--- config.mk ---
export PLATFORM = sky130hd
export DESIGN_NAME = serdes_frame_tx
export DESIGN_NICKNAME = d
export VERILOG_FILES = /design/src/rtl/serdes_pkg.sv /design/src/rtl/serdes_hold_reg.sv /design/src/rtl/serdes_frame_tx.sv
export SDC_FILE = /design/constraint.sdc
export NUM_CORES = 1
export LEC_CHECK = 0
export CAP_MARGIN = 20
export CELL_PAD_IN_SITES_DETAIL_PLACEMENT = 1
export CELL_PAD_IN_SITES_GLOBAL_PLACEMENT = 1
export CORE_ASPECT_RATIO = 1.75
export CORE_UTILIZATION = 25
export CTS_CLUSTER_SIZE = 14
export DETAILED_ROUTE_END_ITERATION = 8
export HOLD_SLACK_MARGIN = 0.06
export PLACE_DENSITY_LB_ADDON = 0.1
export SYNTH_ARGS = -nofsm -noshare
export SYNTH_HDL_FRONTEND = slang
export SYNTH_SLANG_ARGS = --single-unit
--- constraint.sdc ---
create_clock -name clk -period 2.7 [get_ports clk]
set_clock_uncertainty 0.05 [all_clocks]
set_input_delay 0.675 -clock clk [delete_from_list [all_inputs] [get_ports clk]]
set_output_delay 0.675 -clock clk [all_outputs]
set_load 0.02 [all_outputs]
--- src/rtl/serdes_pkg.sv ---
// Shared types and constants for the serial frame transmitter.
// SERDES_TX_PARITY_EN adds the PARITY state to the FSM encoding.
package serdes_pkg;

    localparam int FRAME_BITS   = 8;
    localparam int IDLE_GAP_MAX = 15;

`ifdef SERDES_TX_PARITY_EN
    typedef enum logic [2:0] {S_IDLE, S_START, S_SHIFT, S_PARITY, S_GAP} state_t;
`else
    typedef enum logic [2:0] {S_IDLE, S_START, S_SHIFT, S_GAP} state_t;
`endif

endpackage

--- src/rtl/serdes_hold_reg.sv ---
// One-entry hold register between the byte-pair handshake and the shifter.
// A write and a read never coincide because the writer is stalled while full.
module serdes_hold_reg #(
    parameter int WIDTH = 16
) (
    input  logic             clk,
    input  logic             rst,
    input  logic             wr_en,
    input  logic             rd_en,
    input  logic [WIDTH-1:0] data_in,
    output logic [WIDTH-1:0] data_out,
    output logic             full
);

    always_ff @(posedge clk) begin
        if (rst) begin
            full     <= 1'b0;
            data_out <= '0;
        end else if (wr_en) begin
            full     <= 1'b1;
            data_out <= data_in;
        end else if (rd_en) begin
            full     <= 1'b0;
        end
    end

endmodule

--- src/rtl/serdes_frame_tx.sv ---
// Serialises A/B byte pairs as frames: start pulse, 8 bits MSB first, optional
// parity cycle (SERDES_TX_PARITY_EN), then IDLE_GAP idle cycles.
//
// state    | meaning
// S_IDLE   | no frame in flight, waiting for the hold register to fill
// S_START  | one-cycle start pulse, data lines low
// S_SHIFT  | bits 7..0 of A and B on the serial lines
// S_PARITY | XOR of A and of B (only with SERDES_TX_PARITY_EN)
// S_GAP    | IDLE_GAP quiet cycles before the next frame
module serdes_frame_tx #(
    parameter int IDLE_GAP = 0
) (
    input  logic       clk,
    input  logic       rst,
    input  logic       in_valid,
    output logic       in_ready,
    input  logic [7:0] in_a,
    input  logic [7:0] in_b,
    output logic       start_o,
    output logic       a_bit_o,
    output logic       b_bit_o,
    output logic       busy,
    output logic       frame_done
);
    import serdes_pkg::*;

    localparam int GAP_EFF = (IDLE_GAP > IDLE_GAP_MAX) ? IDLE_GAP_MAX : IDLE_GAP;
    localparam logic [3:0] GAP_LOAD = 4'(GAP_EFF - 1);
`ifdef SERDES_TX_PARITY_EN
    localparam bit PARITY_EN = 1'b1;
`else
    localparam bit PARITY_EN = 1'b0;
`endif

    state_t      state;
    logic [7:0]  sh_a, sh_b;
    logic [2:0]  bit_cnt;
    logic [3:0]  gap_cnt;
    logic        hold_full;
    logic [15:0] hold_data;
    logic        take, launch, frame_end, gap_end;

    assign in_ready = ~hold_full;
    assign take     = in_valid & ~hold_full;

`ifdef SERDES_TX_PARITY_EN
    assign frame_end = (state == S_PARITY);
`else
    assign frame_end = (state == S_SHIFT) && (bit_cnt == 3'd0);
`endif
    assign gap_end = (state == S_GAP) && (gap_cnt == 4'd0);

    // A held pair starts a frame from IDLE, at the end of the gap, or straight
    // after the final bit when there is no gap, so back-to-back frames abut.
    assign launch = hold_full && ((state == S_IDLE) || gap_end ||
                                  (frame_end && (GAP_EFF == 0)));

    serdes_hold_reg #(.WIDTH(16)) u_hold (
        .clk      (clk),
        .rst      (rst),
        .wr_en    (take),
        .rd_en    (launch),
        .data_in  ({in_a, in_b}),
        .data_out (hold_data),
        .full     (hold_full)
    );

    always_ff @(posedge clk) begin
        if (rst) begin
            state      <= S_IDLE;
            sh_a       <= '0;
            sh_b       <= '0;
            bit_cnt    <= '0;
            gap_cnt    <= '0;
            start_o    <= 1'b0;
            a_bit_o    <= 1'b0;
            b_bit_o    <= 1'b0;
            busy       <= 1'b0;
            frame_done <= 1'b0;
        end else begin
            start_o    <= 1'b0;
            a_bit_o    <= 1'b0;
            b_bit_o    <= 1'b0;
            frame_done <= 1'b0;
            if (launch) begin
                state   <= S_START;
                sh_a    <= hold_data[15:8];
                sh_b    <= hold_data[7:0];
                start_o <= 1'b1;
                busy    <= 1'b1;
            end else if (frame_end) begin
                if (GAP_EFF != 0) begin
                    state   <= S_GAP;
                    gap_cnt <= GAP_LOAD;
                end else begin
                    state <= S_IDLE;
                    busy  <= 1'b0;
                end
            end else begin
                case (state)
                    S_START: begin
                        state   <= S_SHIFT;
                        bit_cnt <= 3'(FRAME_BITS - 1);
                        a_bit_o <= sh_a[FRAME_BITS-1];
                        b_bit_o <= sh_b[FRAME_BITS-1];
                    end
                    S_SHIFT: begin
                        if (bit_cnt != 3'd0) begin
                            bit_cnt    <= bit_cnt - 3'd1;
                            a_bit_o    <= sh_a[bit_cnt - 3'd1];
                            b_bit_o    <= sh_b[bit_cnt - 3'd1];
                            frame_done <= (bit_cnt == 3'd1) && !PARITY_EN;
                        end
`ifdef SERDES_TX_PARITY_EN
                        else begin
                            state      <= S_PARITY;
                            a_bit_o    <= ^sh_a;
                            b_bit_o    <= ^sh_b;
                            frame_done <= 1'b1;
                        end
`endif
                    end
                    S_GAP: begin
                        if (gap_cnt == 4'd0) begin
                            state <= S_IDLE;
                            busy  <= 1'b0;
                        end else begin
                            gap_cnt <= gap_cnt - 4'd1;
                        end
                    end
                    default: ;
                endcase
            end
        end
    end

endmodule

# After elaboration in Yosys (flattened, before gate mapping)
# Index checks and enable logic that the tools add are counted.
totals:
  reg_bits: 48
  inputBits: 19
  out_inout_bits: 6
  elab_cells: 73
op_classes:
  addsub: 2
  n_lt_le_gt_ge: 1
  n_eq_ne: 7
  n_mux: 21
  n_bitwise: 7
  reduce_logical: 22
ops:
  columns: ["op", "count"]
  rows:
  - ["$mux 1", 13]
  - ["$pmux 3 s2", 2]
  - ["$reduce_bool 3->1", 3]
  - ["$reduce_and 4->1", 2]
  - ["$bmux 1 s3", 2]
  - ["$eq 3x1->1 const B", 2]
  - ["$eq 3x2->1 const B", 2]
  - ["$logic_not 3->1", 2]
  - ["$mux 3", 2]
  - ["$not 1->1", 6]
  - ["$reduce_and 2->1", 3]
  - ["$reduce_bool 2->1", 3]
  - ["$reduce_or 5->1", 1]
  - ["$logic_not 4->1", 1]
  - ["$lt 3x4->1 const B", 1]
  - ["$ne 2x1->1 const B", 2]
  - ["$ne 4x3->1 const B", 1]
  - ["$pmux 1 s2", 2]
  - ["$reduce_bool 4->1", 1]
  - ["$sub 4x1->4 const B", 1]
  - ["$logic_and 1x1->1", 3]
  - ["$reduce_or 3->1", 1]
  - ["$sub 3x1->3 const B", 1]
  - ["$logic_or 1x1->1", 2]
  - ["$and 1x1->1", 1]

# Logic depth before layout (Yosys ltp)
# Gate-level depths: netlist of run 1.
depth:
  ltp_word: 7
  depth_mapped: 10
  ltp_nobuf: 6

# By module
# A second synthesis of run 1 with hierarchy kept.
hier_totals:
  hier_cells: 224
  hier_area_um2: 2143.3
modules_own_cells:
  columns: ["mod", "n_inst", "cells_each", "area_per_inst_um2"]
  rows:
  - ["serdes_frame_tx", 1, 168, 1526.5]
  - ["serdes_hold_reg", 1, 56, 616.8]

# Worst setup path before layout of run 1
# No wires, ideal clock.
synth_timing:
  path_kind: "register to register"
  startpoint: "register bit_cnt[0]"
  endpoint: "register gap_cnt[2]"
  setup_ns: 0.116
  arrival_ns: 1.804
  t_required_ns: 2.534
  setup_slack_ns: 0.731
  path_stages_with_launch: 9
  synth_period_minus_slack_ns: 1.969
  path_cell_list: "dfxtp_1 > buf_2 > inv_1 > ha_1 > and3b_1 > buf_6 > a2111oi_4 > a21oi_1 > a31o_1"
synth_via:
  elab_chain_cells: 6
  elab_cells_between_ends: 7
  classes_between: "bitwise: 2; reduce/logical: 5"
synth_lines:
  columns: ["item", "line", "rtl"]
  rows:
  - ["start: declaration", "serdes_frame_tx.sv:37", "logic [2:0] bit_cnt;"]
  - ["start signal: assignment", "serdes_frame_tx.sv:103", "bit_cnt <= 3'(FRAME_BITS - 1);"]
  - ["start signal: assignment", "serdes_frame_tx.sv:109", "bit_cnt <= bit_cnt - 3'd1;"]
  - ["$logic_not 3->1 *", "serdes_frame_tx.sv:49", "assign frame_end = (state == S_SHIFT) && (bit_cnt == 3'd0);"]
  - ["$logic_and 1x1->1 *", "serdes_frame_tx.sv:49", null]
  - ["$logic_or 1x1->1", "serdes_frame_tx.sv:55", "assign launch = hold_full && ((state == S_IDLE) || gap_end ||"]
  - ["$logic_and 1x1->1", "serdes_frame_tx.sv:55", null]
  - ["$not 1->1 (no line)", null, null]
  - ["$reduce_and 4->1 (no line) *", null, null]
  - ["end signal: assignment", "serdes_frame_tx.sv:128", "gap_cnt <= gap_cnt - 4'd1;"]
  - ["end: declaration", "serdes_frame_tx.sv:38", "logic [3:0] gap_cnt;"]
# Mark *: on every way between the ends. The rest lies on a longest branch, timed or not.
# A chain may end at the register's enable or synchronous reset.

# Worst setup path after layout of run 1
layout_timing:
  startpoint: "register state[0]"
  endpoint: "register gap_cnt[2]"
layout_via:
  elab_chain_cells: 7
  elab_cells_between_ends: 11
  classes_between: "eq/ne: 2; bitwise: 2; reduce/logical: 7"
layout_lines:
  columns: ["item", "line", "rtl"]
  rows:
  - ["start: declaration", "serdes_frame_tx.sv:35", "state_t state;"]
  - ["start signal: assignment", "serdes_frame_tx.sv:70", "state <= S_IDLE;"]
  - ["start signal: assignment", "serdes_frame_tx.sv:86", "state <= S_START;"]
  - ["start signal: assignment", "serdes_frame_tx.sv:93", "state <= S_GAP;"]
  - ["$eq 3x2->1", "serdes_frame_tx.sv:51, serdes_frame_tx.sv:100", null]
  - ["$logic_and 1x1->1", "serdes_frame_tx.sv:51", "assign gap_end = (state == S_GAP) && (gap_cnt == 4'd0);"]
  - ["$logic_or 1x1->1 (2 in a row)", "serdes_frame_tx.sv:55", null]
  - ["$logic_and 1x1->1", "serdes_frame_tx.sv:55", null]
  - ["$not 1->1 (no line)", null, null]
  - ["$reduce_and 4->1 (no line) *", null, null]
# Marked as above.

==> flow_summary.yaml, run 1 <==
setup_path:
  critPathCaptureType: "flop"
  cp-startpoint: "state[0]$_SDFFE_PP0P_"
  worstPathArrival_ns: 2.23
  r2r_slack_ns: 0.60
  r2r-end: "gap_cnt[2]$_SDFFE_PP0P_"
  path_max_fanout: 7
  cp-start-kind: "flop"
  reg2reg_depth: 6
  r2r-start: "state[0]$_SDFFE_PP0P_"
  critPathKind: "flop to flop"
  critPathRequiredTime_ns: 2.84
worst_hold_path:
  hp-class: "flop to flop"
  worstHoldEndpoint: "sh_b[4]$_SDFFE_PP0P_"
  hp-start: "u_hold.data_out[4]$_SDFFE_PP0P_"
  hold_path_depth: 2
route:
  wl_per_cell_um: 14.1
  vias: 1633
  drt_iter0_drc: 42
  wl_um: 4960
  viasPerCell: 4.63
  remaining_drc_errors: 4
  first_pass_iters: 6
  ant_nets: 0
grt:
  grt_pass1_vias: 1687
  grt_max_degree: 31
  grt_pass1_wl_um: 8310
  grt_antenna_before_repair: 0
  overflow: 0
  track_usage_pct: 12.9
synth:
  synth_xor_area_share_pct: 1.28
  synth.mux.area_fraction_pct: 3.28
  synth.avg_cell_area_um2: 8.59
  ys_seq_area_share_pct: 45.7
  synth_top_family_by_area: "simple AND/OR/NAND/NOR gates"
  synth.net_count: 267
  ys_types: 36
  synth-simple-area-share_pct: 21.4
  synth_compound_area_share_pct: 18.2
  synth-adder-area-share_pct: 4.86
  synth_area_um2: 2060
  syn_inst: 240
  synth_seq_cells: 47
  yosys_warnings: 0
clocking:
  cts_tree: "yes"
  cts_buffer_depth: 2
  post_cts_buffers: 0
  cts_resized: 0
  clock_latency_ns: 0.29
  cts_buffers: 5
  clk_pin_slew_ns: 0.06
  cts_sinks: 47
  cts_hold_buffers: 0
  root_buffer: "clkbuf_16"
  cts_max_level: 2
floorplanning:
  die_y_um: 122
  ios: 25
  rows: 43
  die-area_um2: 8620
  start_util_pct: 25.9
  dieWidth_um: 70.6
  coreArea_um2: 7960
layout:
  final_net_count: 289
  num_antenna_cells: 0
  area_delta_synth_final_pct: 22.9
  design_area_um2: 2530
  final_cells: 353
  mostFrequentLayoutCell: "nand2_1"
  final_core_util_pct: 31.8
  drive_gt1_share_pct: 9.13
  layout_common_cells: "67 x nand2_1, 47 x dfxtp_1, 39 x a21oi_1, 23 x clkdlybuf4s50_1, 14 x nor2_1"
placement:
  dp_hpwl_um: 3560
  placed_area_um2: 2380
  dpl.cell_count: 345
  gp_congestion: 0.745
  port_buffers: 24
timing:
  fin_crit_sh_pct: 77.7
  rsz0062_at_grt: "false"
  slew_violations: 0
  hold_viol: 0
  max_slew_margin_pct: 58.9
  hold_ws_ns: 0.404
  fin_crit_ns: 2.10
  fin_tns_setup_ns: 0
  worst_slew_pin_slew_ns: 0.616
  setup_violations: 0
  fmax_mhz: 477
run_status:
  status: "complete, but fails checks"
  failed_checks: "DRC"
power_and_ir_drop:
  p_leak_nw: 0.907
  powerDensity_nw_per_um2: 707
  peakVddDrop_v: 0.000290
flow_run:
  cap_violations: 0
[logic make-up after synthesis]
kind of cell             count (synthesis)
AO/OA/AOI/OAI                           54
AND/OR/NAND/NOR                         99
XOR/XNOR                                 3
multiplexers                             4
buffers and inverters                   25
adder cells (fa/ha/maj)                  8
flip-flops                              47
[cells in the mapped netlist (all sizes together)]
master | count | share of area (%)
nand2 | 67 | 12
dfxtp | 47 | 46
a21oi | 39 | 9.5
nor2 | 14 | 2.6
inv | 10 | 1.8
clkbuf | 9 | 1.6
ha | 8 | 4.9
buf | 6 | 1.9
nand2b | 4 | 1.2
nor3 | 3 | 0.73
a2111oi | 2 | 2.7
a221o | 2 | 0.97
a2bb2oi | 2 | 0.85
a31o | 2 | 0.85
mux2 | 2 | 1.1
mux4 | 2 | 2.2
nor2b | 2 | 0.61
nor4b | 2 | 1.5
xnor2 | 2 | 0.85
a211oi | 1 | 0.36
a311oi | 1 | 0.43
a41o | 1 | 0.49
and2 | 1 | 0.30
and3 | 1 | 0.30
and3b | 1 | 0.43
and4bb | 1 | 0.61
nand3 | 1 | 0.24
nor4 | 1 | 0.30
nor4bb | 1 | 0.49
o21ai | 1 | 0.24
o21bai | 1 | 0.36
o31a | 1 | 0.43
o31ai | 1 | 1.0
xor2 | 1 | 0.43
[routing by layer]
layer  GRT usage (%)  share of wire [%]  vias to the layer above
li1                -                  -                      845
met1            12.7                 39                      761
met2            24.8                 56                       19
met3            2.98                2.5                        8
met4            6.38                2.2                        0
met5               0                  0                        -
[state kept, by name, summed over array words and instances, names as in the netlist]
signal,count
u_hold.data_out,16
state,2
start_o,1
u_hold.full,1
frame_done,1
gap_cnt,4
sh_a,8
bit_cnt,3
sh_b,8
busy,1
b_bit_o,1
a_bit_o,1
[worst max-delay path: stages (launching register included)]
cell and delay [ns]:
dfxtp_1 0.38, inv_1 0.08, ha_1 0.26, and3b_1 0.32, a2111oi_4 0.57, a21oi_1 0.14
a31o_1 0.19
[worst max path at each step]
stage | end | slack (ns)
detailed placement | gap_cnt[2]$_SDFFE_PP0P_ | 0.61
global placement | gap_cnt[2]$_SDFFE_PP0P_ | 0.64
CTS | gap_cnt[2]$_SDFFE_PP0P_ | 0.60
finish | gap_cnt[2]$_SDFFE_PP0P_ | 0.60
global route | gap_cnt[2]$_SDFFE_PP0P_ | 0.42
floorplan | gap_cnt[2]$_SDFFE_PP0P_ | 0.73
[per-stage QoR]
step,setup WS (ns),total power [mW]
2_1_floorplan,0.731,1.06
3_3_place_gp,0.641,1.18
3_5_place_dp,0.608,1.18
4_1_cts,0.596,1.83
5_1_grt,0.420,1.89
6_report,0.603,1.79
[power by group]
| part | total, mW | switching [mW] | internal [mW] |
|---|---|---|---|
| combinational | 0.391 | 0.220 | 0.171 |
| sequential | 0.764 | 0.0282 | 0.736 |
| clock | 0.635 | 0.264 | 0.371 |
[layout make-up]
type | instances | area, um^2
Tap cell | 90 | 113
Multi-Input combinational cell | 168 | 1010
Timing Repair Buffer | 30 | 280
Fill cell | 950 | 5430
Sequential cell | 47 | 941
Inverter | 10 | 37.5
Clock buffer | 7 | 143
Clock inverter | 1 | 8.76
Power figures use the tool's default switching activity.
==> run 2, diff against run 1 <==
==> constraint.sdc (replaced) <==
create_clock -name clk -period 2.2 [get_ports clk]
set_clock_uncertainty 0.05 [all_clocks]
set_input_delay 0.55 -clock clk [delete_from_list [all_inputs] [get_ports clk]]
set_output_delay 0.55 -clock clk [all_outputs]
set_load 0.02 [all_outputs]
==> flow_summary.yaml, run 2 (synthesis results as in run 1) <==
run_status:
  status: "complete, but fails checks"
  failed_checks: "DRC"
timing:
  hold_ws_ns: 0.401
  setup_ws_ns: 0.215
  rsz0062_at_grt: "false"
  fin_tns_setup_ns: 0
  worst_slew_pin_slew_ns: 0.522
  fin_crit_sh_pct: 90.2
  hold_viol: 0
  slew_violations: 0
  fmax_mhz: 504
  max_slew_margin_pct: 65.2
  setup_violations: 0
  fin_crit_ns: 1.99
layout:
  layout_common_cells: "67 x nand2_1, 47 x dfxtp_1, 39 x a21oi_1, 23 x clkdlybuf4s50_1, 14 x nor2_1"
  largest_reg_flops: 16
  mostFrequentLayoutCell: "nand2_1"
  top_register: "u_hold.data_out"
  drive_gt1_share_pct: 9.85
  final_net_count: 292
  multi_input_area_um2: 1010
  top_regs: "u_hold.data_out x16, sh_a x8, sh_b x8"
  fill_cells: 938
  num_antenna_cells: 0
  area_delta_synth_final_pct: 23.1
  seq_area_um2: 941
power_and_ir_drop:
  p_leak_nw: 0.909
  powerDensity_nw_per_um2: 847
  peakVddDrop_v: 0.000293
  power_switching_uw: 614
  clockPowerShare_pct: 33.5
  power.internal_mw: 1.53
  combPwrFrac_pct: 22.8
  seq_power_share_pct: 43.7
  p_sw_share_pct: 28.6
setup_path:
  path_max_fanout: 7
  critPathRequiredTime_ns: 2.32
  r2r-end: "gap_cnt[2]$_SDFFE_PP0P_"
  cp-start-kind: "flop"
  cp-startpoint: "state[0]$_SDFFE_PP0P_"
  critPathCaptureType: "flop"
  r2r_slack_ns: 0.21
  critPathKind: "flop to flop"
  endpoint: "gap_cnt[2]$_SDFFE_PP0P_"
  reg2reg_depth: 6
  worstPathArrival_ns: 2.11
  r2r-start: "state[0]$_SDFFE_PP0P_"
floorplanning:
  die_y_um: 122
  dieWidth_um: 70.6
  rows: 43
  coreArea_um2: 7960
  start_util_pct: 25.9
  die-area_um2: 8620
  ios: 25
route:
  wl_met2_um: 2620
  met3_length_um: 103
  drt_iter0_drc: 47
  wl_um: 4870
  ant_nets: 0
  wl_met1_um: 2050
  viasPerCell: 4.68
  vias: 1658
  routed.top_layer: "met4"
  wl_per_cell_um: 13.8
  first_pass_iters: 5
  remaining_drc_errors: 4
clocking:
  cts_buffer_depth: 2
  cts_max_level: 2
  cts_sinks: 47
  clk_pin_slew_ns: 0.06
  root_buffer: "clkbuf_16"
  cts_resized: 0
  cts_tree: "yes"
  cts_buffers: 5
  post_cts_buffers: 0
  clock_latency_ns: 0.28
  cts_hold_buffers: 0
placement:
  port_buffers: 24
  post-place-ws_ns: 0.103
  gp_congestion: 0.721
  dp_hpwl_um: 3580
worst_hold_path:
  hp-class: "flop to flop"
grt:
  grt_max_degree: 32
  grt_pass1_wl_um: 8170
  grt_antenna_before_repair: 0
  grt_pass1_vias: 1675
  overflow: 0
  track_usage_pct: 12.4
flow_run:
  cap_violations: 0
-- run 2: changes by cell type in the layout (fill, tap and decap cells not counted) --
cell,delta
clkbuf_1,-1
buf_4,+3
clkinv_4,-1
clkbuf_8,-1
clkinvlp_4,+1
-- run 2: routing by layer --
metal	GRT usage (%)	up-vias
met5	0	-
met4	6.00	0
met3	1.99	6
met2	22.8	19
met1	13.7	781
li1	-	852
-- run 2: through the flow --
step	total power, mW	util (%)	instance area (um^2)	std cells
final	2.15	31.9	2540	354
after global routing	2.28	31.9	2540	354
after CTS	2.19	31.8	2530	353
after detailed placement	1.46	30.1	2400	347
after global placement	1.46	30.1	2400	347
after floorplan	1.30	-	2060	240
-- run 2: power by group through the flow --
stage | registers (mW) | logic [mW] | clock network (mW)
after detailed placement | 0.958 | 0.499 | 0
after CTS | 0.939 | 0.500 | 0.748
after floorplan | 0.951 | 0.349 | 0
final | 0.938 | 0.490 | 0.720
after global routing | 0.945 | 0.555 | 0.780
after global placement | 0.958 | 0.498 | 0
-- run 2: worst min path at each step --
stage / cells past startpoint / slack, ns / endpoint / start
floorplan: 2 / 0.38 / sh_a[0]$_SDFFE_PP0P_ / u_hold.data_out[8]$_SDFFE_PP0P_
global placement: 2 / 0.39 / sh_a[1]$_SDFFE_PP0P_ / u_hold.data_out[9]$_SDFFE_PP0P_
detailed placement: 2 / 0.40 / sh_b[5]$_SDFFE_PP0P_ / u_hold.data_out[5]$_SDFFE_PP0P_
CTS: 2 / 0.41 / sh_b[5]$_SDFFE_PP0P_ / u_hold.data_out[5]$_SDFFE_PP0P_
global route: 2 / 0.43 / sh_a[3]$_SDFFE_PP0P_ / sh_a[3]$_SDFFE_PP0P_
finish: 2 / 0.40 / sh_b[5]$_SDFFE_PP0P_ / u_hold.data_out[5]$_SDFFE_PP0P_
-- run 2: area by class of cell --
type	instances	share of cell area, %
multi-input combinational	168	39.8
sequential	47	37.1
timing repair buffer	33	11.9
clock buffer	5	4.93
tap	90	4.44
inverter	10	1.48
clock inverter	1	0.296
-- run 2: worst max-delay path, cell delays in order (launching register included) --
cell,delay (ns)
dfxtp_1,0.38
inv_1,0.08
ha_1,0.27
and3b_1,0.32
a2111oi_4,0.45
a21oi_1,0.14
a31o_1,0.20
